[src/rtl/stream_upsize_pkg.sv]
// Shared types and helpers for the stream width upsizer.
package stream_upsize_pkg;

    // Upper bound on lanes supported by the mask helper.
    localparam int MAX_LANES     = 64;
    // Lane count of the default configuration.
    localparam int DEFAULT_RATIO = 4;

    // Per-lane keep mask for the default lane count.
    typedef logic [DEFAULT_RATIO-1:0] keep_t;
    // Wide mask container returned by lane_mask; callers size-cast it.
    typedef logic [MAX_LANES-1:0]     lane_mask_t;

    // Bits needed to index n items. Never returns 0, so a one-lane index is still one bit wide.
    function automatic int clog2_min1(input int n);
        return (n <= 2) ? 1 : $clog2(n);
    endfunction

    // n contiguous ones starting at bit 0.
    function automatic lane_mask_t lane_mask(input int n);
        lane_mask_t m;
        m = '0;
        for (int i = 0; i < MAX_LANES; i++) begin
            if (i < n) begin
                m[i] = 1'b1;
            end
        end
        return m;
    endfunction

endpackage

[src/rtl/stream_upsize_out_reg.sv]
// Wide output register of the upsizer: holds a word until the consumer takes it.
// load has priority over clear so that a word can be replaced in the cycle it is read.
module stream_upsize_out_reg #(
    parameter int DATA_WIDTH = 32,
    parameter int KEEP_WIDTH = 4
) (
    input  logic                  clk,
    input  logic                  rst,
    input  logic                  load,
    input  logic                  clear,
    input  logic [DATA_WIDTH-1:0] load_data,
    input  logic [KEEP_WIDTH-1:0] load_keep,
    input  logic                  load_last,
    output logic [DATA_WIDTH-1:0] data,
    output logic [KEEP_WIDTH-1:0] keep,
    output logic                  last,
    output logic                  valid
);

    logic [DATA_WIDTH-1:0] data_reg;
    logic [KEEP_WIDTH-1:0] keep_reg;
    logic                  last_reg;
    logic                  valid_reg;

    // Capture a closed word, or drop valid after a read; otherwise hold everything.
    always_ff @(posedge clk or posedge rst) begin
        if (rst) begin
            data_reg  <= '0;
            keep_reg  <= '0;
            last_reg  <= 1'b0;
            valid_reg <= 1'b0;
        end else if (load) begin
            data_reg  <= load_data;
            keep_reg  <= load_keep;
            last_reg  <= load_last;
            valid_reg <= 1'b1;
        end else if (clear) begin
            valid_reg <= 1'b0;
        end
    end

    assign data  = data_reg;
    assign keep  = keep_reg;
    assign last  = last_reg;
    assign valid = valid_reg;

endmodule

[src/rtl/stream_upsize_acc.sv]
// Full-throughput stream upsizer: packs T_DATA_RATIO narrow beats into one wide word.
// An accumulator fills the next word while the output register holds the previous one.
// Partial words are emitted on s_last_i, on flush_i, and, when STREAM_UPSIZE_TIMEOUT_EN
// is defined, after TIMEOUT_CYCLES idle cycles with a partial word pending.
module stream_upsize_acc
    import stream_upsize_pkg::*;
#(
    parameter int T_DATA_WIDTH   = 8,
    parameter int T_DATA_RATIO   = 4,
    parameter int TIMEOUT_CYCLES = 16
) (
    input  logic                                 clk,
    input  logic                                 rst,
    input  logic [T_DATA_WIDTH-1:0]              s_data_i,
    input  logic                                 s_last_i,
    input  logic                                 s_valid_i,
    output logic                                 s_ready_o,
    input  logic                                 flush_i,
    output logic [T_DATA_WIDTH*T_DATA_RATIO-1:0] m_data_o,
    output logic [T_DATA_RATIO-1:0]              m_keep_o,
    output logic                                 m_last_o,
    output logic                                 m_valid_o,
    input  logic                                 m_ready_i
);

    localparam int                PTR_W     = clog2_min1(T_DATA_RATIO);
    localparam logic [PTR_W-1:0]  LAST_LANE = PTR_W'(T_DATA_RATIO - 1);

    generate
        if (T_DATA_RATIO < 2 || T_DATA_RATIO > MAX_LANES) begin : g_bad_ratio
            $error("stream_upsize_acc: T_DATA_RATIO must be in 2..%0d", MAX_LANES);
        end
        if (T_DATA_WIDTH < 1) begin : g_bad_width
            $error("stream_upsize_acc: T_DATA_WIDTH must be >= 1");
        end
        if (TIMEOUT_CYCLES < 1) begin : g_bad_timeout
            $error("stream_upsize_acc: TIMEOUT_CYCLES must be >= 1");
        end
    endgenerate

    logic [PTR_W-1:0]                      ptr_reg;
    logic [T_DATA_RATIO-1:0]               acc_keep_reg;
    logic [T_DATA_RATIO-1:0]               lane_wr;
    logic [T_DATA_RATIO-1:0]               keep_next;
    logic [T_DATA_WIDTH*T_DATA_RATIO-1:0]  data_next;
    logic                                  last_next;
    logic                                  out_free;
    logic                                  at_last_lane;
    logic                                  ptr_nonzero;
    logic                                  wr;
    logic                                  flush_req;
    logic                                  timeout_hit;
    logic                                  close;
    logic                                  out_clear;

    assign at_last_lane = (ptr_reg == LAST_LANE);
    assign ptr_nonzero  = (ptr_reg != '0);
    assign out_free     = !m_valid_o || m_ready_i;

    // Beats that do not close a word never need the output register, so they may
    // enter while it is stalled; closing beats wait until it can take the word.
    assign s_ready_o = out_free || (!at_last_lane && !s_last_i);
    assign wr        = s_valid_i && s_ready_o;

    assign flush_req = flush_i || timeout_hit;
    // A flush with nothing pending and no beat arriving is dropped: no empty words.
    assign close     = (wr && (at_last_lane || s_last_i)) ||
                       (flush_req && out_free && (ptr_nonzero || wr));
    assign last_next = wr && s_last_i;
    // Replacing the word in the read cycle is handled by load priority in the out reg.
    assign out_clear = m_valid_o && m_ready_i;

    // Lanes already filled plus the lane being written this cycle.
    assign keep_next = acc_keep_reg | lane_wr;

    genvar gi;
    generate
        for (gi = 0; gi < T_DATA_RATIO; gi++) begin : g_lane
            logic [T_DATA_WIDTH-1:0] lane_reg;
            logic [T_DATA_WIDTH-1:0] lane_value;

            assign lane_wr[gi] = wr && (ptr_reg == PTR_W'(gi));

            // Bypass the incoming beat so a closing beat lands in the word it closes.
            always_comb begin
                lane_value = lane_reg;
                if (lane_wr[gi]) begin
                    lane_value = s_data_i;
                end
            end

            // Unfilled lanes may hold stale beats from an earlier word; zero them.
            assign data_next[gi*T_DATA_WIDTH +: T_DATA_WIDTH] = keep_next[gi] ? lane_value : '0;

            // Store the beat addressed to this lane.
            always_ff @(posedge clk or posedge rst) begin
                if (rst) begin
                    lane_reg <= '0;
                end else if (lane_wr[gi]) begin
                    lane_reg <= s_data_i;
                end
            end
        end
    endgenerate

    // Advance the lane pointer on each beat and rewind it whenever a word closes.
    always_ff @(posedge clk or posedge rst) begin
        if (rst) begin
            ptr_reg      <= '0;
            acc_keep_reg <= '0;
        end else if (close) begin
            ptr_reg      <= '0;
            acc_keep_reg <= '0;
        end else if (wr) begin
            ptr_reg      <= ptr_reg + 1'b1;
            acc_keep_reg <= T_DATA_RATIO'(lane_mask(int'(ptr_reg) + 1));
        end
    end

`ifdef STREAM_UPSIZE_TIMEOUT_EN
    localparam int CNT_W = $clog2(TIMEOUT_CYCLES + 1);

    logic [CNT_W-1:0] idle_cnt_reg;

    // Fires on the TIMEOUT_CYCLES-th idle cycle and stays up while the flush is held back.
    assign timeout_hit = ptr_nonzero && !wr && (idle_cnt_reg >= CNT_W'(TIMEOUT_CYCLES - 1));

    // Count idle cycles with a partial word pending; saturate so a stalled flush stays requested.
    always_ff @(posedge clk or posedge rst) begin
        if (rst) begin
            idle_cnt_reg <= '0;
        end else if (wr || close) begin
            idle_cnt_reg <= '0;
        end else if (ptr_nonzero && idle_cnt_reg != CNT_W'(TIMEOUT_CYCLES)) begin
            idle_cnt_reg <= idle_cnt_reg + 1'b1;
        end
    end
`else
    assign timeout_hit = 1'b0;
`endif

    stream_upsize_out_reg #(
        .DATA_WIDTH (T_DATA_WIDTH * T_DATA_RATIO),
        .KEEP_WIDTH (T_DATA_RATIO)
    ) u_out_reg (
        .clk       (clk),
        .rst       (rst),
        .load      (close),
        .clear     (out_clear),
        .load_data (data_next),
        .load_keep (keep_next),
        .load_last (last_next),
        .data      (m_data_o),
        .keep      (m_keep_o),
        .last      (m_last_o),
        .valid     (m_valid_o)
    );

endmodule

[config.mk]
export PLATFORM = sky130hd
export DESIGN_NAME = stream_upsize_acc
export DESIGN_NICKNAME = d
export VERILOG_FILES = /design/src/rtl/stream_upsize_pkg.sv /design/src/rtl/stream_upsize_out_reg.sv /design/src/rtl/stream_upsize_acc.sv
export SDC_FILE = /design/constraint.sdc
export NUM_CORES = 1
export LEC_CHECK = 0
export CAP_MARGIN = 20
export CORE_MARGIN = 10
export CORE_UTILIZATION = 54
export CTS_CLUSTER_DIAMETER = 30
export DETAILED_ROUTE_END_ITERATION = 16
export GPL_TIMING_DRIVEN = 0
export PLACE_DENSITY = 0.87
export SYNTH_ARGS = -nofsm -noshare
export SYNTH_HDL_FRONTEND = slang
export SYNTH_HIERARCHICAL = 1
export SYNTH_SLANG_ARGS = --single-unit
[constraint.sdc]
create_clock -name clk -period 2.4 [get_ports clk]
set_clock_uncertainty 0.15 [all_clocks]
set_input_delay 0.6 -clock clk [delete_from_list [all_inputs] [get_ports clk]]
set_output_delay 0.6 -clock clk [all_outputs]
set_load 0.01 [all_outputs]
==> impl_metrics.yaml <==
power_and_ir_drop:
  max-vdd-ir-drop_uv: 512.2
  leakagePower_nw: 2.124
  cellPowerDensity_nw_per_um2: 1030
  p_total_w: 0.004765
setup_path:
  reg2reg_from: "ptr_reg[0]$_DFFE_PP0P_"
  cp.arrival_ns: 2.43
  reg2reg_to: "u_out_reg/data[13]$_DFFE_PP0P_"
  crit_type: "in -> reg"
  slowest_stage: "clkdlybuf4s50_1"
  worstSetupStartpointType: "input pin"
  worstSetupEndpointType: "flip-flop"
  required_ns: 2.49
  slowest_delay_ns: 0.51
  cp_max_fo: 10
  reg2regPathDepth: 8
  crit_chain: "clkdlybuf4s50_1 > nor2b_1 > buf_4 > buf_4 > a21oi_1 > buf_6 > buf_6 > mux2_4"
  reg2reg_slack_ns: 0.10
floorplanning:
  coreArea_um2: 6719
  ioPinCount: 53
  die-area_um2: 10550
  start_util: 0.5495
  rows: 30
  die_x_um: 102.7
  die_height_um: 102.7
finish:
  n_antenna_cell: 0
  drive_gt1_frac: 0.3410
  nFillCells: 442
  syn_to_final_growth_pct: 25.25
  fin_util: 0.6883
  fin_nets: 364
synth:
  synth_area_leaders: "dfrtp_1 52%, mux2_2 14%, mux2_4 8.9%, mux2i_1 6.5%, nand2_1 2.9%"
  syn_inst: 271
  yosys_register_bits: 76
  postSynthNetCount: 291
  synth_flop_cell: "dfrtp_1"
  ys_seq_area_frac: 0.5151
  avgSynthCellArea_um2: 13.62
  ys_types: 27
  synth_edf_count: 0
  netlist_area_um2: 3692
  synth_most_common_cell: "dfrtp_1"
  synth_area_leader_cell: "dfrtp_1"
  synthTopCellsByCount: "76 x dfrtp_1, 47 x mux2_2, 29 x nand2_1, 24 x mux2i_1, 22 x mux2_4"
  synthArstFlopShare: 1.000
  yosysWarnings: 6
  synth_top_area_frac: 0.5151
routing:
  drc: 0
  ant_nets: 0
  routed_via_density: 5.478
  routed_wl_um: 8181
  drtIter0Drc: 66
  drt_first_pass_iters: 4
  vias: 2350
  wl_per_cell_um: 19.07
flow_run:
  drv_cap: 0
hold_path:
  worst_hold_path.endpoint: "u_out_reg/data[2]$_DFFE_PP0P_"
  hold_depth: 1
  hold_start: "u_out_reg/data[2]$_DFFE_PP0P_"
  hp-class: "reg -> reg"
clock_tree:
  clk_latency_ns: 0.35
  cts_tree: "done"
  htreeDepth: 3
  root_buffer: "clkbuf_8"
  clkTransAtPathRegs_ns: 0.07
  cts_inserted_buffers: 9
  cts.sinks: 76
  clock_path_buffers: 2
  postCtsHoldBufs: 0
placed_design:
  io_buffers: 52
  place_congestion: 0.8065
  pre_cts_ws_ns: -0.3661
  dp_hpwl_um: 5682
grt:
  grt_pass1_vias: 2530
  grt_pass1_wl_um: 13000
  antenna_found_initial: 0
  track_usage: 0.1641
  grt.overflow.total: 0
  grt_max_degree: 39
outcome:
  status: "complete, no violations"
sta:
  fmax_ghz: 0.4280
  post-route-min-period_ns: 2.337
  timing.final.ws_setup_ns: 0.06333
  finalCritPeriodShare: 0.9736
  rsz0062_at_grt: "no"
  finalSetupViolCount: 0
  final_hold_viol_count: 0
  tns_ns: 0
  maxSlewViolCount: 0
  tightest_slew_ns: 0.8617
  timing.slew.headroom: 0.4247
placed cells by master (no fill, tap or decap), types with 2 or more instances in the layout:
master           synthesis  layout
dfrtp_1                 76      75
clkdlybuf4s50_1          0      51
mux2_2                  47      47
nand2_1                 29      29
mux2i_1                 24      24
mux2_4                  22      22
inv_1                   16      14
buf_4                    0      11
clkbuf_8                 0      11
a22o_1                   9       9
buf_6                    5       5
ha_1                     6       5
a32o_1                   4       4
or2_2                    4       4
buf_1                    3       3
nand2b_1                 3       3
a21oi_4                  3       3
buf_12                   3       3
and3_1                   3       3
buf_2                    3       3
a21o_1                   2       2
inv_2                    0       2
clkinvlp_4               0       2
bufinv_16                0       2
worst max-delay path: cells and delay by family:
kind | cells | cell delay [ns]
AOI/OAI and AO/OA | 1 | 0.20
and+or+nand+nor | 1 | 0.06
muxes | 1 | 0.32
buffers and inverters | 5 | 1.24
final cells by class:
class / instances / area (um2) / area share
Tap cell: 80 / 100.1 / 0.02164
Clock buffer: 11 / 151.4 / 0.03274
Inverter: 16 / 60.06 / 0.01299
Timing Repair Buffer: 62 / 590.6 / 0.1277
Multi-Input combinational cell: 165 / 1590 / 0.3439
Clock inverter: 5 / 83.83 / 0.01813
Sequential cell: 76 / 1903 / 0.4115
Buffer: 14 / 145.1 / 0.03139
routing by layer:
metal	part of all wire	global-route usage
met1	0.43	0.1919
met2	0.50	0.2743
met3	0.054	0.04290
met4	0.019	0.07918
met5	0	0
cell families (layout without fill, tap and decap cells):
logic type,Yosys count,count (layout),share of synthesized area
muxes,93,93,0.2979
DFF,76,76,0.5151
and+or+nand+nor,43,43,0.05253
buffers and inverters,30,108,0.05490
AOI/OAI and AO/OA,23,23,0.05930
adders and majority gates,6,6,0.02033
power breakdown:
| group | switching [W] | leakage (nW) | total, W | internal [W] |
|---|---|---|---|---|
| Combinational | 0.000684 | 1.03 | 0.00166 | 0.000973 |
| Clock | 0.000486 | 0.112 | 0.00113 | 0.000644 |
| Sequential | 0.000245 | 0.986 | 0.00198 | 0.00173 |
| Total | 0.00141 | 2.12 | 0.00477 | 0.00335 |
worst max path at each step:
stage                                      start                        endpoint  slack, ns  cells past startpoint
after global routing                    s_last_i  u_out_reg/data[11]$_DFFE_PP0P_      0.007                      8
final                                  m_ready_i  u_out_reg/data[27]$_DFFE_PP0P_       0.06                      8
after CTS                               s_last_i                       s_ready_o      0.004                      5
after global placement                  s_last_i                       s_ready_o      -0.34                      5
after floorplan           ptr_reg[0]$_DFFE_PP0P_  u_out_reg/data[18]$_DFFE_PP0P_       0.31                      8
after detailed placement               m_ready_i                       s_ready_o      -0.37                      5
stage by stage:
stage,hold slack [ns],area [um2],instances
2_1_floorplan,0.3306,3692,271
3_3_place_gp,0.3394,4313,403
6_report,0.3597,4624,429
5_1_grt,0.3828,4624,429
3_5_place_dp,0.3441,4313,403
4_1_cts,0.3641,4593,424
what timing repair did:
item,4_1_cts,5_1_grt
resized for setup,6,1
buffers inserted,5,5
endpoints found under the setup margin,1,7
pin swaps,0,2
No activity file was read; power rests on OpenSTA's default activity.
